**src/rtl/neuron_pkg.sv**
```systemverilog
// Shared neuron datapath types and constants.
// Used by the adder and the requantiser.
package neuron_pkg;
   localparam int ACC_W     = 18;
   localparam int DEF_SHIFT = 7;
   localparam int S1_W      = ACC_W + 1;

   typedef logic signed [ACC_W-1:0] acc_t;
endpackage

```
**src/rtl/sat_clip.sv**
```systemverilog
// Combinational signed saturation to OUT_W bits.
// Define SUM_REQUANT_RELU_EN to also clamp negatives to zero.
module sat_clip #(
   parameter int IN_W  = 19,
   parameter int OUT_W = 8
) (
   input  logic signed [IN_W-1:0]  din,
   output logic signed [OUT_W-1:0] dout,
   output logic                    sat
);
   localparam logic signed [IN_W-1:0] MAXV =
      IN_W'((1 << (OUT_W - 1)) - 1);
   localparam logic signed [IN_W-1:0] MINV =
      IN_W'(-(1 << (OUT_W - 1)));

   always_comb begin
      dout = din[OUT_W-1:0];
      sat  = 1'b0;
`ifdef SUM_REQUANT_RELU_EN
      // ReLU clamp is not counted as clipping
      if (din < 0) begin
         dout = '0;
      end else if (din > MAXV) begin
         dout = MAXV[OUT_W-1:0];
         sat  = 1'b1;
      end
`else
      if (din > MAXV) begin
         dout = MAXV[OUT_W-1:0];
         sat  = 1'b1;
      end else if (din < MINV) begin
         dout = MINV[OUT_W-1:0];
         sat  = 1'b1;
      end
`endif
   end
endmodule

```
**src/rtl/sum_requant.sv**
```systemverilog
// Two-stage round/shift/saturate requantiser for adder sums.
// Optional ReLU via SUM_REQUANT_RELU_EN (in sat_clip).
module sum_requant
   import neuron_pkg::*;
#(
   parameter int SHIFT = DEF_SHIFT,
   parameter int OUT_W = 8
) (
   input  logic                    clk,
   input  logic                    rst,
   input  logic signed [16:0]      sum_in,
   input  logic                    carry_in,
   input  logic                    in_valid,
   output logic                    in_ready,
   output logic signed [OUT_W-1:0] out_data,
   output logic                    out_valid,
   input  logic                    out_ready,
   output logic                    sat_flag,
   output logic [15:0]             sat_count
);
   localparam logic signed [S1_W-1:0] RND =
      S1_W'(1) << (SHIFT - 1);

   acc_t                    acc;
   logic signed [S1_W-1:0]  biased;
   logic signed [S1_W-1:0]  rounded;
   logic signed [S1_W-1:0]  s1_val;
   logic                    s1_valid;
   logic                    advance;
   logic signed [OUT_W-1:0] clip_d;
   logic                    clip_s;

   // One extra bit keeps the rounding add from overflowing
   assign acc     = {carry_in, sum_in};
   assign biased  = {acc[ACC_W-1], acc} + RND;
   assign rounded = biased >>> SHIFT;

   assign advance  = !out_valid || out_ready;
   assign in_ready = advance && !rst;

   sat_clip #(
      .IN_W  (S1_W),
      .OUT_W (OUT_W)
   ) u_clip (
      .din  (s1_val),
      .dout (clip_d),
      .sat  (clip_s)
   );

   always_ff @(posedge clk) begin
      if (rst) begin
         s1_valid  <= 1'b0;
         s1_val    <= '0;
         out_valid <= 1'b0;
         out_data  <= '0;
         sat_flag  <= 1'b0;
         sat_count <= '0;
      end else begin
         if (advance) begin
            s1_valid  <= in_valid;
            s1_val    <= rounded;
            out_valid <= s1_valid;
            out_data  <= clip_d;
            sat_flag  <= s1_valid && clip_s;
         end
         if (out_valid && out_ready && sat_flag &&
             sat_count != 16'hFFFF)
            sat_count <= sat_count + 16'd1;
      end
   end
endmodule

```
**config.mk**
```make
export PLATFORM = sky130hd
export DESIGN_NAME = sum_requant
export DESIGN_NICKNAME = d
export VERILOG_FILES = /design/src/rtl/neuron_pkg.sv /design/src/rtl/sat_clip.sv /design/src/rtl/sum_requant.sv
export SDC_FILE = /design/constraint.sdc
export NUM_CORES = 1
export LEC_CHECK = 0
export CORE_UTILIZATION = 50
export CTS_BUF_LIST = sky130_fd_sc_hd__clkbuf_2
export DETAILED_ROUTE_END_ITERATION = 7
export PLACE_DENSITY = 0.94
export SLEW_MARGIN = 20
export SYNTH_ARGS = -nofsm -noshare
export SYNTH_HDL_FRONTEND = slang
export SYNTH_SLANG_ARGS = --single-unit
```
**constraint.sdc**
```tcl
create_clock -name clk -period 3.6 [get_ports clk]
set_clock_uncertainty 0.2 [all_clocks]
set_input_delay 0.72 -clock clk [delete_from_list [all_inputs] [get_ports clk]]
set_output_delay 0.72 -clock clk [all_outputs]
set_load 0.05 [all_outputs]
```
Word-level counts from Yosys, hierarchy flattened
Cells that the tools add are included.

Flip-flop bits (word level): 39. Output and inout bits: 27.

Add/sub/neg operators: 2. Order comparisons: 2. Equal/unequal tests: 1. Muxes and demuxes: 4. Reduce and logical (&&, ||, !) cells: 8.

Operator list (number): $add A18 B8 Y19 const B (1); $add A16 B1 Y16 const B (1); $mux W8 (2); $ne A16 B16 Y1 const B (1); $gt A12 B8 Y1 const B (1); $lt A12 B8 Y1 const B (1); $logic_and A1 B1 Y1 (5); $logic_not A1 Y1 (2); $mux W1 (2); $logic_or A1 B1 Y1 (1).

Longest topological paths before layout
Depth in word-level cells: 4. Mapped depth: 6. Depth with buffers taken out: 5.

Modules after synthesis
A second synthesis with hierarchy kept.

Cells, all modules: 230. Area total of the unflattened synthesis: 1998.2 um^2.

Modules (own cells, without submodules): sum_requant (instances 1, cells each 213, area each 1866.8 um^2, sequential area each 780.7 um^2); sat_clip (instances 1, cells each 17, area each 131.4 um^2, sequential area each 0.0 um^2).

Worst setup path before layout
OpenSTA, ideal clock, no wires.

Path kind: input -> output. Start point: input out_ready. End point: output in_ready. Arrival: 1506 ps. Data required time: 2680 ps. Path slack: 1174 ps. Cell stages on the path: 2. Cells stage by stage: nor2b_1 > nor2_1.

Cells in the longest elaborated chain, start to end: 2.

Ends and longest elaborated chain: from (decl) (line sum_requant.sv:17) `input logic out_ready,`; $logic_or A1 B1 Y1 (line sum_requant.sv:38) `assign advance = !out_valid || out_ready;`; $logic_and A1 B1 Y1 (line sum_requant.sv:39) `assign in_ready = advance && !rst;`; to (decl) (line sum_requant.sv:14) `output logic in_ready,`.

Every way passes these cells.

Final worst setup path
Ends and elaborated chain as after synthesis.

==> results.json <==
{
  "status": "complete, no violations",
  "syn_nets": 240,
  "cp_data_required_time_ns": 2.68,
  "port_buffers": 42,
  "grt_overflow": 0,
  "antenna_found_initial": 0,
  "cts_made_buffers": 5,
  "drcViolationCount": 0,
  "drt_first_pass_iters": 4,
  "async_flop_share": 0,
  "grt_pass1_vias": 1469,
  "max_stage_delay_ns": 0.53,
  "path_buf_inv": 3,
  "met1_usage": 0.253,
  "clock_sinks": 39,
  "max_cap_viol_count": 0,
  "worst_slew_pin_slew_ns": 1.01,
  "synth_seq_cells": 39,
  "num-fill-cells": 261,
  "h-tree-depth": 2,
  "clockBufferDepth": 2,
  "synthFlopType": "dfxtp_1",
  "slowest_stage": "clkdlybuf4s50_1",
  "path_class": "input pin to output port",
  "max_slew_margin": 0.318,
  "yosysTopAreaCell": "dfxtp_1",
  "synth-seq-area-share": 0.435,
  "p_per_area_nw_per_um2": 396,
  "crit_path_end_kind": "output port",
  "busiest_layer": "met2",
  "holdBufCountCts": 0,
  "synthCells": 216,
  "synth.avg_cell_area_um2": 8.32,
  "layout.nets": 285,
  "fmax_mhz": 349,
  "root_buffer": "clkbuf_2",
  "track_usage": 0.224,
  "min_path_type": "register to register",
  "area_delta_synth_final_pct": 32.1,
  "dieArea_um2": 3840,
  "die_w_um": 61.9,
  "crit_path_max_fanout": 6,
  "power.leakage_nw": 0.790,
  "grt_start_max_net_pins": 33,
  "timing.setup.tns_ns": 0,
  "dp_hpwl_um": 2900,
  "synthTopCellsByCount": "39 x dfxtp_1, 25 x nand2_1, 22 x nor2_1, 18 x a21oi_1, 15 x o21ai_0",
  "cts_tree": "built",
  "setup_viol_count_final": 0,
  "viasPerCell": 5.63,
  "timing.final.crit_share": 0.796,
  "yosys_warnings": 0,
  "clkTransAtPathRegs_ns": 0.18,
  "synth_most_common_cell": "dfxtp_1",
  "rsz0062_at_grt": "no",
  "initial_core_util": 0.530,
  "yosys-top-cells-area": "dfxtp_1 43%, nand2_1 5.2%, a21oi_1 5.0%",
  "antenna_cells": 0,
  "drt_wl_total_um": 3950,
  "grt_pass1_wl_um": 6310,
  "min_period_ns": 2.87,
  "drive_above_1_share": 0.0611,
  "synth_area_um2": 1800,
  "core_um2": 3390,
  "drt.antenna.violating_nets": 0,
  "slew_violations": 0,
  "io_pins": 49,
  "insertion_delay_ns": 0.39,
  "p_total_uw": 940,
  "gp_congestion": 0.802,
  "wl_per_cell_um": 12.8,
  "final_util": 0.700,
  "peakVddDrop_mv": 0.240,
  "synth_cell_types": 34,
  "use_met3": 0.0642,
  "drt_iter0_drc": 147,
  "seq_area_um2": 781,
  "postCtsSetupRepairBufs": 0,
  "worstSetupStartpointType": "input pin",
  "num_vias": 1733,
  "die_height_um": 61.9,
  "cts_resized": 0,
  "multi_input_area_um2": 975,
  "worstPathCellList": "clkdlybuf4s50_1, nor2b_1, buf_4, nor2_1, buf_12",
  "grtUsageMet2": 0.400,
  "rows": 21,
  "synth_top_area_frac": 0.435,
  "worstPathArrival_ns": 1.95,
  "cp_top_family": "buffers and inverters",
  "hold_violations": 0,
  "synth_edf_count": 0
}
placed cells by master (no fill, tap or decap), types with 2 or more instances in the layout:
cell	netlist	layout
a211oi_1	7	7
a21oi_1	18	18
and3_1	2	2
and4_1	3	3
buf_4	0	3
bufinv_16	0	2
clkbuf_2	0	5
clkdlybuf4s50_1	0	41
dfxtp_1	39	39
ha_1	2	2
inv_1	4	4
nand2_1	25	25
nand2b_1	2	2
nand3_1	10	10
nand4_1	8	8
nor2_1	22	22
nor2b_1	2	2
nor3_1	3	3
nor4_1	3	3
o21a_1	2	2
o21ai_0	15	15
o31ai_1	7	7
o41ai_1	2	2
or3_1	6	6
or4_1	7	7
xnor2_1	5	5
xor2_1	5	5
through the flow:
stage / area, um2 / std cells / hold slack (ns) / setup slack, ns
global route: 2370 / 308 / 0.300 / 0.634
detailed placement: 2280 / 300 / 0.248 / 0.693
finish: 2370 / 308 / 0.264 / 0.733
CTS: 2370 / 308 / 0.269 / 0.701
floorplan: 1800 / 216 / 0.232 / 1.17
global placement: 2280 / 300 / 0.238 / 0.711
state kept, by name, summed over array words and instances (netlist names):
| name | flops |
|---|---|
| sat_count | 16 |
| s1_val | 12 |
| out_data | 8 |
| out_valid | 1 |
| sat_flag | 1 |
| s1_valid | 1 |
area by class of cell:
cell class                      count  share of cell area
Tap cell                           46              0.0242
Clock buffer                        5              0.0105
Inverter                            4             0.00633
Multi-Input combinational cell    166               0.411
Sequential cell                    39               0.329
Clock inverter                      3              0.0285
Timing Repair Buffer               45               0.191
worst register-to-register path, delay by kind of cell, from the launching register on:
family                     cells  cell delay [ns]
and+or+nand+nor                3             1.03
DFF                            1             0.51
muxes                          1             0.30
adders and majority gates      1             0.26
cells by family after synthesis:
logic type	share of synthesized area
mux	0.00627
xor+xnor	0.0487
compound gates	0.192
simple gates	0.281
fa+ha+maj	0.0139
buf+inv	0.0230
flops	0.435
per-layer routing:
| metal | share of wire | up-vias | routed length, um |
|---|---|---|---|
| met2 | 0.52 | 50 | 2050 |
| met5 | 0 | - | 0 |
| met1 | 0.42 | 784 | 1680 |
| li1 | - | 892 | - |
| met4 | 0.011 | 0 | 43 |
| met3 | 0.045 | 7 | 176 |
path summary, 6_finish.rpt:
path	start	endpoint	slack [ns]	cells after the start
hold / removal	s1_val[0]	s1_val[0]	0.26	2
setup reg to reg	sat_count[0]	sat_count[9]	1.22	5
hold reg to reg	s1_val[0]	s1_val[0]	0.26	2
setup / recovery	out_ready	in_ready	0.73	5
where the power goes:
| part | internal, mW | leakage (nW) | switching [mW] |
|---|---|---|---|
| combinational | 0.0532 | 0.421 | 0.0824 |
| sequential | 0.453 | 0.320 | 0.0129 |
| clock | 0.187 | 0.0492 | 0.151 |
Power figures use the tool's default switching activity.
